### src/rtl/sdram_req_sched_if.sv
// Host-post and SDRAM-controller handshake bundle for sdram_req_sched.
// slave = scheduler view, master = surrounding host/controller view.
interface sdram_req_sched_if #(
   parameter int unsigned ADDR_W = 22
);
   localparam int unsigned LEN_W = 9;

   logic              host_wr_req;
   logic [ADDR_W-1:0] host_wr_addr;
   logic [LEN_W-1:0]  host_wr_len;
   logic              host_rd_req;
   logic [ADDR_W-1:0] host_rd_addr;
   logic [LEN_W-1:0]  host_rd_len;
   logic              host_wr_busy;
   logic              host_rd_busy;
   logic              host_wr_done;
   logic              host_rd_done;

   logic              sdram_init_done;
   logic              sdram_busy;
   logic              sdram_wr_ack;
   logic              sdram_rd_ack;
   logic              sdram_wr_req;
   logic              sdram_rd_req;
   logic [LEN_W-1:0]  sdwr_bytes;
   logic [LEN_W-1:0]  sdrd_bytes;
   logic [ADDR_W-1:0] sdram_addr;
   logic              sched_err;

   modport slave (
      input  host_wr_req, host_wr_addr, host_wr_len,
      input  host_rd_req, host_rd_addr, host_rd_len,
      output host_wr_busy, host_rd_busy, host_wr_done, host_rd_done,
      input  sdram_init_done, sdram_busy, sdram_wr_ack, sdram_rd_ack,
      output sdram_wr_req, sdram_rd_req, sdwr_bytes, sdrd_bytes, sdram_addr,
      output sched_err
   );

   modport master (
      output host_wr_req, host_wr_addr, host_wr_len,
      output host_rd_req, host_rd_addr, host_rd_len,
      input  host_wr_busy, host_rd_busy, host_wr_done, host_rd_done,
      output sdram_init_done, sdram_busy, sdram_wr_ack, sdram_rd_ack,
      input  sdram_wr_req, sdram_rd_req, sdwr_bytes, sdrd_bytes, sdram_addr,
      input  sched_err
   );
endinterface

### src/rtl/sdram_req_sched.sv
// One write slot and one read slot arbitrated onto the single-outstanding SDRAM request handshake.
// Optional watchdog: define SDRAM_SCHED_TIMEOUT_EN.
module sdram_req_sched #(
   parameter int unsigned ADDR_W      = 22,
   parameter logic [15:0] TIMEOUT_CYC = 16'd4000
) (
   input  logic             clk_100m,
   input  logic             rst_n,
   sdram_req_sched_if.slave bus
);
   localparam int unsigned LEN_W = 9;

   typedef struct packed {
      logic              valid;
      logic [ADDR_W-1:0] addr;
      logic [LEN_W-1:0]  len;
   } slot_t;

   typedef enum logic [2:0] {
      S_WAIT_INIT,
      S_IDLE,
      S_REQ_WR,
      S_REQ_RD,
      S_XFER_WR,
      S_XFER_RD,
      S_RECOVER
   } state_t;

   state_t            state;
   slot_t             wr_slot;
   slot_t             rd_slot;
   logic              last_wr;
   logic              wr_req;
   logic              rd_req;
   logic              wr_done;
   logic              rd_done;
   logic [ADDR_W-1:0] addr;
   logic [LEN_W-1:0]  wr_bytes;
   logic [LEN_W-1:0]  rd_bytes;

   logic              tmo_c;
   logic              wr_clear_c;
   logic              rd_clear_c;
   logic              grant_wr_c;

`ifdef SDRAM_SCHED_TIMEOUT_EN
   logic [15:0] cnt;
   logic        err;
   logic        in_txn_c;

   assign in_txn_c = (state == S_REQ_WR) || (state == S_REQ_RD) ||
                     (state == S_XFER_WR) || (state == S_XFER_RD);
   assign tmo_c    = in_txn_c && bus.sdram_init_done && (cnt == TIMEOUT_CYC - 16'd1);

   // Every request is entered from S_IDLE, so clearing there restarts the watchdog per burst.
   always_ff @(posedge clk_100m or negedge rst_n) begin
      if (!rst_n) begin
         cnt <= '0;
         err <= 1'b0;
      end else begin
         if (state == S_IDLE) cnt <= '0;
         else if (in_txn_c)   cnt <= cnt + 16'd1;
         if (tmo_c) err <= 1'b1;
      end
   end

   assign bus.sched_err = err;
`else
   logic unused_tmo_c;

   assign unused_tmo_c  = ^TIMEOUT_CYC;
   assign tmo_c         = 1'b0;
   assign bus.sched_err = 1'b0;
`endif

   // Slot release: normal completion when ack falls in XFER, or watchdog expiry.
   always_comb begin
      wr_clear_c = 1'b0;
      rd_clear_c = 1'b0;
      if (bus.sdram_init_done) begin
         wr_clear_c = (state == S_XFER_WR && !bus.sdram_wr_ack) ||
                      (tmo_c && (state == S_REQ_WR || state == S_XFER_WR));
         rd_clear_c = (state == S_XFER_RD && !bus.sdram_rd_ack) ||
                      (tmo_c && (state == S_REQ_RD || state == S_XFER_RD));
      end
   end

   assign grant_wr_c = wr_slot.valid && (!rd_slot.valid || !last_wr);

   // A post arriving while its slot is still valid (including the clearing cycle) is dropped.
   always_ff @(posedge clk_100m or negedge rst_n) begin
      if (!rst_n) begin
         wr_slot <= '0;
         rd_slot <= '0;
      end else begin
         if (wr_clear_c)
            wr_slot.valid <= 1'b0;
         else if (bus.host_wr_req && !wr_slot.valid && bus.host_wr_len != '0)
            wr_slot <= {1'b1, bus.host_wr_addr, bus.host_wr_len};
         if (rd_clear_c)
            rd_slot.valid <= 1'b0;
         else if (bus.host_rd_req && !rd_slot.valid && bus.host_rd_len != '0)
            rd_slot <= {1'b1, bus.host_rd_addr, bus.host_rd_len};
      end
   end

   always_ff @(posedge clk_100m or negedge rst_n) begin
      if (!rst_n) begin
         state    <= S_WAIT_INIT;
         last_wr  <= 1'b0;
         wr_req   <= 1'b0;
         rd_req   <= 1'b0;
         wr_done  <= 1'b0;
         rd_done  <= 1'b0;
         addr     <= '0;
         wr_bytes <= '0;
         rd_bytes <= '0;
      end else begin
         wr_done <= wr_clear_c;
         rd_done <= rd_clear_c;
         if (!bus.sdram_init_done) begin
            // Controller lost init: abandon the handshake, keep the slots for later.
            state    <= S_WAIT_INIT;
            wr_req   <= 1'b0;
            rd_req   <= 1'b0;
            addr     <= '0;
            wr_bytes <= '0;
            rd_bytes <= '0;
         end else begin
            unique case (state)
               S_WAIT_INIT: state <= S_IDLE;
               S_IDLE: begin
                  if (bus.sdram_busy && (wr_slot.valid || rd_slot.valid)) begin
                     last_wr <= grant_wr_c;
                     if (grant_wr_c) begin
                        state    <= S_REQ_WR;
                        wr_req   <= 1'b1;
                        addr     <= wr_slot.addr;
                        wr_bytes <= wr_slot.len;
                     end else begin
                        state    <= S_REQ_RD;
                        rd_req   <= 1'b1;
                        addr     <= rd_slot.addr;
                        rd_bytes <= rd_slot.len;
                     end
                  end
               end
               S_REQ_WR: begin
                  if (wr_clear_c) begin
                     state    <= S_RECOVER;
                     wr_req   <= 1'b0;
                     addr     <= '0;
                     wr_bytes <= '0;
                  end else if (bus.sdram_wr_ack) begin
                     state  <= S_XFER_WR;
                     wr_req <= 1'b0;
                  end
               end
               S_REQ_RD: begin
                  if (rd_clear_c) begin
                     state    <= S_RECOVER;
                     rd_req   <= 1'b0;
                     addr     <= '0;
                     rd_bytes <= '0;
                  end else if (bus.sdram_rd_ack) begin
                     state  <= S_XFER_RD;
                     rd_req <= 1'b0;
                  end
               end
               S_XFER_WR: begin
                  if (wr_clear_c) begin
                     state    <= S_RECOVER;
                     addr     <= '0;
                     wr_bytes <= '0;
                  end
               end
               S_XFER_RD: begin
                  if (rd_clear_c) begin
                     state    <= S_RECOVER;
                     addr     <= '0;
                     rd_bytes <= '0;
                  end
               end
               S_RECOVER: if (bus.sdram_busy) state <= S_IDLE;
               default:   state <= S_WAIT_INIT;
            endcase
         end
      end
   end

   assign bus.host_wr_busy = wr_slot.valid;
   assign bus.host_rd_busy = rd_slot.valid;
   assign bus.host_wr_done = wr_done;
   assign bus.host_rd_done = rd_done;
   assign bus.sdram_wr_req = wr_req;
   assign bus.sdram_rd_req = rd_req;
   assign bus.sdram_addr   = addr;
   assign bus.sdwr_bytes   = wr_bytes;
   assign bus.sdrd_bytes   = rd_bytes;
endmodule

### src/flat_wrapper.sv
// flat-port wrapper written by rule: the top's interface ports become plain ports
module sdram_req_sched_flat 
#(
   parameter int unsigned ADDR_W      = 22,
   parameter logic [15:0] TIMEOUT_CYC = 16'd4000
)
  (clk_100m, rst_n, bus_host_wr_req, bus_host_wr_addr, bus_host_wr_len, bus_host_rd_req, bus_host_rd_addr, bus_host_rd_len, bus_host_wr_busy, bus_host_rd_busy, bus_host_wr_done, bus_host_rd_done, bus_sdram_init_done, bus_sdram_busy, bus_sdram_wr_ack, bus_sdram_rd_ack, bus_sdram_wr_req, bus_sdram_rd_req, bus_sdwr_bytes, bus_sdrd_bytes, bus_sdram_addr, bus_sched_err);
  sdram_req_sched_if #(.ADDR_W(ADDR_W)) bus_i ();
  input  logic clk_100m;
  input  logic rst_n;
  input wire logic [$bits(bus_i.host_wr_req)-1:0] bus_host_wr_req;
  input wire logic [$bits(bus_i.host_wr_addr)-1:0] bus_host_wr_addr;
  input wire logic [$bits(bus_i.host_wr_len)-1:0] bus_host_wr_len;
  input wire logic [$bits(bus_i.host_rd_req)-1:0] bus_host_rd_req;
  input wire logic [$bits(bus_i.host_rd_addr)-1:0] bus_host_rd_addr;
  input wire logic [$bits(bus_i.host_rd_len)-1:0] bus_host_rd_len;
  output wire logic [$bits(bus_i.host_wr_busy)-1:0] bus_host_wr_busy;
  output wire logic [$bits(bus_i.host_rd_busy)-1:0] bus_host_rd_busy;
  output wire logic [$bits(bus_i.host_wr_done)-1:0] bus_host_wr_done;
  output wire logic [$bits(bus_i.host_rd_done)-1:0] bus_host_rd_done;
  input wire logic [$bits(bus_i.sdram_init_done)-1:0] bus_sdram_init_done;
  input wire logic [$bits(bus_i.sdram_busy)-1:0] bus_sdram_busy;
  input wire logic [$bits(bus_i.sdram_wr_ack)-1:0] bus_sdram_wr_ack;
  input wire logic [$bits(bus_i.sdram_rd_ack)-1:0] bus_sdram_rd_ack;
  output wire logic [$bits(bus_i.sdram_wr_req)-1:0] bus_sdram_wr_req;
  output wire logic [$bits(bus_i.sdram_rd_req)-1:0] bus_sdram_rd_req;
  output wire logic [$bits(bus_i.sdwr_bytes)-1:0] bus_sdwr_bytes;
  output wire logic [$bits(bus_i.sdrd_bytes)-1:0] bus_sdrd_bytes;
  output wire logic [$bits(bus_i.sdram_addr)-1:0] bus_sdram_addr;
  output wire logic [$bits(bus_i.sched_err)-1:0] bus_sched_err;
  assign bus_i.host_wr_req = bus_host_wr_req;
  assign bus_i.host_wr_addr = bus_host_wr_addr;
  assign bus_i.host_wr_len = bus_host_wr_len;
  assign bus_i.host_rd_req = bus_host_rd_req;
  assign bus_i.host_rd_addr = bus_host_rd_addr;
  assign bus_i.host_rd_len = bus_host_rd_len;
  assign bus_host_wr_busy = bus_i.host_wr_busy;
  assign bus_host_rd_busy = bus_i.host_rd_busy;
  assign bus_host_wr_done = bus_i.host_wr_done;
  assign bus_host_rd_done = bus_i.host_rd_done;
  assign bus_i.sdram_init_done = bus_sdram_init_done;
  assign bus_i.sdram_busy = bus_sdram_busy;
  assign bus_i.sdram_wr_ack = bus_sdram_wr_ack;
  assign bus_i.sdram_rd_ack = bus_sdram_rd_ack;
  assign bus_sdram_wr_req = bus_i.sdram_wr_req;
  assign bus_sdram_rd_req = bus_i.sdram_rd_req;
  assign bus_sdwr_bytes = bus_i.sdwr_bytes;
  assign bus_sdrd_bytes = bus_i.sdrd_bytes;
  assign bus_sdram_addr = bus_i.sdram_addr;
  assign bus_sched_err = bus_i.sched_err;
  sdram_req_sched #(.ADDR_W(ADDR_W), .TIMEOUT_CYC(TIMEOUT_CYC)) u_core (.clk_100m(clk_100m), .rst_n(rst_n), .bus(bus_i));
endmodule
### config.mk
export PLATFORM = sky130hd
export DESIGN_NAME = sdram_req_sched_flat
export DESIGN_NICKNAME = d
export VERILOG_FILES = /design/src/rtl/sdram_req_sched_if.sv /design/src/rtl/sdram_req_sched.sv /design/src/flat_wrapper.sv
export SDC_FILE = /design/constraint.sdc
export NUM_CORES = 1
export LEC_CHECK = 0
export CAP_MARGIN = 10
export CORE_AREA = 2 2 141 143
export CTS_BUF_LIST = sky130_fd_sc_hd__clkbuf_4 sky130_fd_sc_hd__clkbuf_8
export CTS_CLUSTER_DIAMETER = 80
export DETAILED_ROUTE_END_ITERATION = 10
export DIE_AREA = 0 0 143 145
export SLEW_MARGIN = 20
export SYNTH_ARGS = -nofsm -noshare
export SYNTH_HDL_FRONTEND = slang
export SYNTH_SLANG_ARGS = --single-unit
### constraint.sdc
create_clock -name clk_100m -period 4.5 [get_ports clk_100m]
set_input_delay 0.9 -clock clk_100m [delete_from_list [all_inputs] [get_ports clk_100m]]
set_output_delay 0.9 -clock clk_100m [all_outputs]
set_load 0.02 [all_outputs]
==> qor.yml, run 1 <==
cts:
  path_clk_slew_ps: 100
  cts_stage_hold_buffer_count: 0
  htreeDepth: 3
  clock-root-buffer: "sky130_fd_sc_hd__clkbuf_8"
  cts-root-to-sink-buffers: 2
  post_cts_resized: 0
  cts_made_buffers: 9
  cts_tree: "yes"
  clkLatencyLatePin_ps: 380
  post_cts.repair.setup_buffers: 0
  clock_sink_count: 112
route:
  iter_0_drt_violations: 114
  drt-vias-per-instance: 4.411
  antenna_violating_nets_post_route: 0
  drcViolationCount: 0
  wire_per_inst_um: 16.42
  postRouteWirelength_um: 11760
  drtPass1Iterations: 4
  routed-via-count: 3158
global_route:
  grt_antenna_before_repair: 0
  grt_start_max_net_pins: 45
  grt_use_total_pct: 12.13
  grt_first_pass_wirelength_um: 19420
  grt.overflow.total: 0
  first_global_vias: 3554
timing:
  timing.final.ws_setup_ps: 1290
  worstMarginPinSlew_ps: 979.2
  setup-tns-final_ps: 0
  fin_crit_ps: 3210
  timing.final.setup_violations: 0
  report.final.slew_viol_count: 0
  grt_setup_unrepaired: "false"
  clock-skew-final_ps: 9.058
  achievable-frequency_mhz: 311.5
  maxSlewHeadroom_pct: 34.49
  share_of_the_cycle_needed_by_the_critical_path_after_routing_pct: 71.33
  report.final.hold_viol_count: 0
synthesis:
  yosys_register_bits: 112
  yosysWarnings: 0
  synth-seq-area-share_pct: 58.87
  postSynthAreaPerCell_um2: 14.34
  yosys.area.top_type_share_pct: 58.87
  synth.most_common_cell: "sky130_fd_sc_hd__dfrtp_1"
  postSynth.asyncResetShare_pct: 100.0
  yosys.cell_types.count: 41
  post_synth_instance_area_um2: 4761
  synthCells: 332
  synth_common_cells: "112 x sky130_fd_sc_hd__dfrtp_1, 33 x sky130_fd_sc_hd__mux2_2, 24 x sky130_fd_sc_hd__mux2i_1, 22 x sky130_fd_sc_hd__o2bb2ai_1"
  post_synth_edffs: 0
  syn_nets: 404
  synth_area_leader_cell: "sky130_fd_sc_hd__dfrtp_1"
  post_synth_main_area_contributors: "sky130_fd_sc_hd__dfrtp_1 59%, sky130_fd_sc_hd__mux2_2 7.8%, sky130_fd_sc_hd__mux2_4 6.3%"
  synth-main-ff-cell: "sky130_fd_sc_hd__dfrtp_1"
pwr:
  switching_power_mw: 1.207
  p_leak_nw: 2.770
  internal_power_mw: 2.400
  switching_part_of_the_total_power_pct: 33.47
  vdd_ir_drop_max_mv: 0.1970
  part_of_the_power_in_combinational_logic_pct: 37.3
  p_clk_share_pct: 17.1
  power_frac_seq_pct: 45.6
  cellPowerDensity_nw_per_um2: 564.9
setup_path:
  timing.critical_path.fanout_max: 23
  crit_path_top_delay_cell: "sky130_fd_sc_hd__o41ai_4"
  endpoint_kind_of_the_worst_setup_timing_path: "flop"
  crit_buf_inv: 2
  crit_arrival_ps: 3480
  critical_path_startpoint_category: "input pin"
  cpLargestDelayFamily: "buffers and inverters"
  critical-path-max-stage-delay_ps: 800
  crit_path_cell_trace: "clkdlybuf4s50_1 -> nor4_1 -> nand2_1 -> o41ai_4 -> buf_4 -> mux2_2"
  timing.critical_path.required_ps: 4770
  critPathKind: "input pin to flop"
placed_design:
  gp_congestion: 0.7830
  pre_cts_ws_ps: 802.1
  buffer_ports.inserted: 115
  detailedPlacementHpwl_um: 8254
final_layout:
  drive_gt1_share_pct: 18.18
  synthToLayoutAreaGrowth_pct: 34.11
  diodes: 0
  fillCellCount: 1913
  num-nets-final: 519
floorplan:
  cell_rows: 51
  die_w_um: 143
  placeableCoreArea_um2: 19210
  die_height_um: 145
  die_outline_area_um2: 20740
  boundaryPins: 117
  initial_core_util_pct: 24.79
worst_hold_path:
  hold_class: "input pin to asynchronous set/reset pin"
outcome:
  run_status: "finished clean"
run:
  max_cap_violations: 0
-- worst reg2reg max path, stage by stage (launching register included) --
cell	delay, ps
sky130_fd_sc_hd__dfrtp_1	650
sky130_fd_sc_hd__nand2b_1	220
sky130_fd_sc_hd__o311a_1	430
sky130_fd_sc_hd__o41ai_4	200
sky130_fd_sc_hd__buf_4	530
sky130_fd_sc_hd__mux2_2	390
-- flip-flops by register name, indices dropped and copies added, names as in the netlist --
signal	count
u_core.wr_slot	31
u_core.rd_slot	31
u_core.bus.host_rd_done	1
u_core.bus.sdram_wr_req	1
u_core.bus.sdram_addr	22
u_core.bus.host_wr_busy	1
u_core.bus.sdwr_bytes	9
u_core.last_wr	1
u_core.bus.sdrd_bytes	9
u_core.bus.sdram_rd_req	1
u_core.bus.host_wr_done	1
u_core.bus.host_rd_busy	1
u_core.state	3
-- cells in the final DEF, fill, tap and decap left out, drive strengths merged, types with 3 or more instances in the layout --
cell,synthesis,final
dfrtp,112,112
inv,6,7
o41ai,3,3
nor3,4,4
nand2,8,8
clkdlybuf4s50,0,114
nor2b,3,3
a21boi,5,5
o21ai,11,11
a22o,20,20
nor2,6,6
nand2b,4,4
buf,14,8
mux2i,24,24
o2bb2ai,22,22
a21oi,4,4
mux2,61,61
clkbuf,4,10
-- kinds of logic after synthesis --
family / Yosys count / share of synthesized area (%)
buffers and inverters: 24 / 2.864
AO/OA/AOI/OAI: 74 / 12.67
flip-flops: 112 / 58.87
multiplexers: 85 / 21.05
other: 1 / 0.07877
AND/OR/NAND/NOR: 34 / 3.942
adder cells (fa/ha/maj): 2 / 0.5255
-- stage by stage --
step                      hold slack (ps)  instances  utilization (%)  instance area, um^2  power (mW)
after global routing                426.2        716            33.24                 6385       3.860
after floorplan                     460.6        332                -                 4761       2.535
final                               431.7        716            33.24                 6385       3.607
after detailed placement            476.9        701            32.23                 6191       3.043
after global placement              471.6        701            32.23                 6191       2.988
after CTS                           413.2        716            33.24                 6385       3.670
-- power by group through the flow --
stage / clock network [mW] / registers, mW / logic (mW)
6_report: 0.616 / 1.65 / 1.35
5_1_grt: 0.680 / 1.71 / 1.47
4_1_cts: 0.643 / 1.65 / 1.38
3_5_place_dp: 0 / 1.66 / 1.38
3_3_place_gp: 0 / 1.65 / 1.33
2_1_floorplan: 0 / 1.67 / 0.867
-- cell type report --
cell class	instances	area [um^2]	area share [%]
sequential	112	2803	43.90
clock inverter	5	56.30	0.8818
timing repair buffer	122	1201	18.81
clock buffer	10	137.6	2.156
multi-input combinational	196	1833	28.71
inverter	6	22.52	0.3527
tap	265	331.6	5.193
-- final timing paths --
kind | startpoint | endpoint | slack (ps) | cells past startpoint
max in group asynchronous | rst_n | u_core.state[2] | 3140 | 2
worst max register to register | u_core.state[2] | u_core.wr_slot[26] | 1980 | 5
min in group clk_100m | u_core.rd_slot[2] | u_core.bus.sdrd_bytes[2] | 500 | 1
worst min register to register | u_core.rd_slot[2] | u_core.bus.sdrd_bytes[2] | 500 | 1
worst min-delay path | rst_n | u_core.bus.sdram_addr[8] | 430 | 1
worst max-delay path | bus_host_wr_len[4] | u_core.wr_slot[26] | 1290 | 6
-- metal layers --
metal	vias up	share of wire, %	GRT usage (%)
met5	-	0	0
met4	0	1.7	4.554
met3	12	4.0	2.376
met2	84	50	19.90
met1	1605	44	15.75
li1	1457	-	-
No activity file was read; power rests on OpenSTA's default activity.
==> run 2: changes to the inputs <==
==> constraint.sdc (replaced) <==
create_clock -name clk_100m -period 3.2 [get_ports clk_100m]
set_input_delay 0.64 -clock clk_100m [delete_from_list [all_inputs] [get_ports clk_100m]]
set_output_delay 0.64 -clock clk_100m [all_outputs]
set_load 0.02 [all_outputs]
==> run 2 against run 1 <==
  * Flip-flop and latch count is the same
  * Clock skew grew 2.7 ps
  * Core utilization grew 0.33 points
  * Global-route usage shrank 0.31 points
  * Cell count grew 0.70%
  * Largest power group unchanged
==> qor.yml, run 2 (synthesis gave the netlist of run 1 again) <==
cts:
  cts_tree: "yes"
  post_cts_resized: 0  # unchanged
  cts_stage_hold_buffer_count: 0  # unchanged
  cts_made_buffers: 9  # unchanged
  path_clk_slew_ps: 110  # about the same
  cts-root-to-sink-buffers: 2  # unchanged
  htreeDepth: 3  # unchanged
  clock_sink_count: 112  # unchanged
  clock-root-buffer: "sky130_fd_sc_hd__clkbuf_8"
  post_cts.repair.setup_buffers: 0  # unchanged
  clkLatencyLatePin_ps: 380  # about the same
placed_design:
  detailedPlacementHpwl_um: 8350  # +1.2%
  pre_cts_ws_ps: 253.2  # -548.9 ps
  buffer_ports.inserted: 115  # unchanged
  cell_total_after_placement: 705  # +0.57%
  gp_congestion: 0.8200  # +4.7%
global_route:
  grt_antenna_before_repair: 0  # unchanged
  use_met3_pct: 2.904  # +0.53 points
  grt_first_pass_wirelength_um: 18980  # -2.3%
  met1_demand_to_capacity_share_in_global_routing_pct: 15.98  # +0.24 points
  first_global_vias: 3402  # -4.3%
  grt.overflow.total: 0  # unchanged
  gr-usage-met2_pct: 18.92  # -0.98 points
  grt_start_max_net_pins: 64  # +42%
  grt_use_total_pct: 11.82  # -0.31 points
  busiest_layer: "met2"
floorplan:
  boundaryPins: 117  # unchanged
  die_outline_area_um2: 20740  # unchanged
  die_w_um: 143  # unchanged
  die_height_um: 145  # unchanged
  initial_core_util_pct: 24.79  # unchanged
  placeableCoreArea_um2: 19210  # unchanged
  cell_rows: 51  # unchanged
timing:
  setup-tns-final_ps: 0  # unchanged
  worstMarginPinSlew_ps: 711.2  # -268.1 ps
  grt_setup_unrepaired: "false"
  timing.final.ws_setup_ps: 676.7  # -613.4 ps
  report.final.slew_viol_count: 0  # unchanged
  clock-skew-final_ps: 11.80  # +2.741 ps
  share_of_the_cycle_needed_by_the_critical_path_after_routing_pct: 78.85
  timing.final.setup_violations: 0  # unchanged
  whs_ps: 127.2  # -304.5 ps
  achievable-frequency_mhz: 396.3
  maxSlewHeadroom_pct: 52.43  # +18 points
  report.final.hold_viol_count: 0  # unchanged
  fin_crit_ps: 2523
setup_path:
  timing.critical_path.required_ps: 3470  # -1300 ps
  reg2regPathDepth: 5  # unchanged
  critPathKind: "input pin to flop"
  timing.critical_path.fanout_max: 26  # +13%
  crit_arrival_ps: 2790  # -690 ps
  critical_path_startpoint_category: "input pin"
  endpoint_kind_of_the_worst_setup_timing_path: "flop"
pwr:
  vdd_ir_drop_max_mv: 0.2648  # +34%
  p_leak_nw: 2.807  # +1.3%
  cellPowerDensity_nw_per_um2: 791.7  # +40%
route:
  wire_per_inst_um: 16.35  # -0.42%
  drt-vias-per-instance: 4.401  # -0.22%
  routed-via-count: 3173  # +0.47%
  drtPass1Iterations: 4  # unchanged
  antenna_violating_nets_post_route: 0  # unchanged
  postRouteWirelength_um: 11790  # +0.27%
  iter_0_drt_violations: 121  # +6.1%
  drcViolationCount: 0  # unchanged
final_layout:
  final_cell_count_no_fill: 721  # +0.70%
  layout.cells.most_common_list: "114 x sky130_fd_sc_hd__clkdlybuf4s50_1, 112 x sky130_fd_sc_hd__dfrtp_1, 33 x sky130_fd_sc_hd__mux2_2"
  final_common_cell: "sky130_fd_sc_hd__clkdlybuf4s50_1"
  diodes: 0  # unchanged
  synthToLayoutAreaGrowth_pct: 35.43
  drive_gt1_share_pct: 19.08  # +0.90 points
  num-nets-final: 523  # +0.77%
worst_hold_path:
  hold_class: "input pin to asynchronous set/reset pin"
outcome:
  run_status: "finished clean"
run:
  max_cap_violations: 0  # unchanged
[run 2: changes by cell type in the layout (fill, tap and decap cells not counted), sizes merged]
cell      delta
buf          +4
clkinvlp     -1
clkbuf       -1
inv          +2
clkinv       +1
[run 2: final timing paths]
kind                               startpoint                  endpoint  slack, ps
hold reg to reg             u_core.rd_slot[6]  u_core.bus.sdrd_bytes[6]        500
setup / recovery           bus_host_wr_len[4]        u_core.wr_slot[26]        680
max in group asynchronous               rst_n   u_core.bus.host_wr_done       2370
hold / removal                          rst_n        u_core.rd_slot[24]        130
setup reg to reg              u_core.state[2]        u_core.wr_slot[26]        960
min in group clk_100m       u_core.rd_slot[6]  u_core.bus.sdrd_bytes[6]        500
[run 2: metrics by stage]
step / total power [mW] / util, % / instance area (um^2)
global placement: 4.225 / 32.52 / 6246
floorplan: 3.566 / - / 4761
CTS: 5.193 / 33.57 / 6447
finish: 5.104 / 33.57 / 6447
detailed placement: 4.283 / 32.52 / 6246
global route: 5.471 / 33.57 / 6447
[run 2: critical path, cell delays in order]
cell and delay, ps:
sky130_fd_sc_hd__clkdlybuf4s50_1 430, sky130_fd_sc_hd__nor4_1 290, sky130_fd_sc_hd__nand2_1 150, sky130_fd_sc_hd__o41ai_4 600
sky130_fd_sc_hd__buf_12 290, sky130_fd_sc_hd__mux2_2 360
[run 2: power breakdown]
group	internal [mW]	switching, mW	leakage, nW	total, mW
clock network	0.373	0.510	0.106	0.883
logic	1.06	0.843	1.28	1.90
registers	1.95	0.368	1.42	2.32
total	3.38	1.72	2.81	5.10
[run 2: cell type report]
cell class | instances | area (um^2)
clock buffer | 9 | 123.9
clock inverter | 7 | 77.57
fill | 1899 | 12760
inverter | 6 | 22.52
multi-input combinational | 196 | 1833
sequential | 112 | 2803
tap | 265 | 331.6
timing repair buffer | 126 | 1256
[run 2: per-layer routing]
layer | vias to the layer above | part of all wire [%]
met5 | - | 0
met4 | 0 | 1.1
met3 | 12 | 4.0
met2 | 88 | 49
met1 | 1604 | 45
li1 | 1469 | -
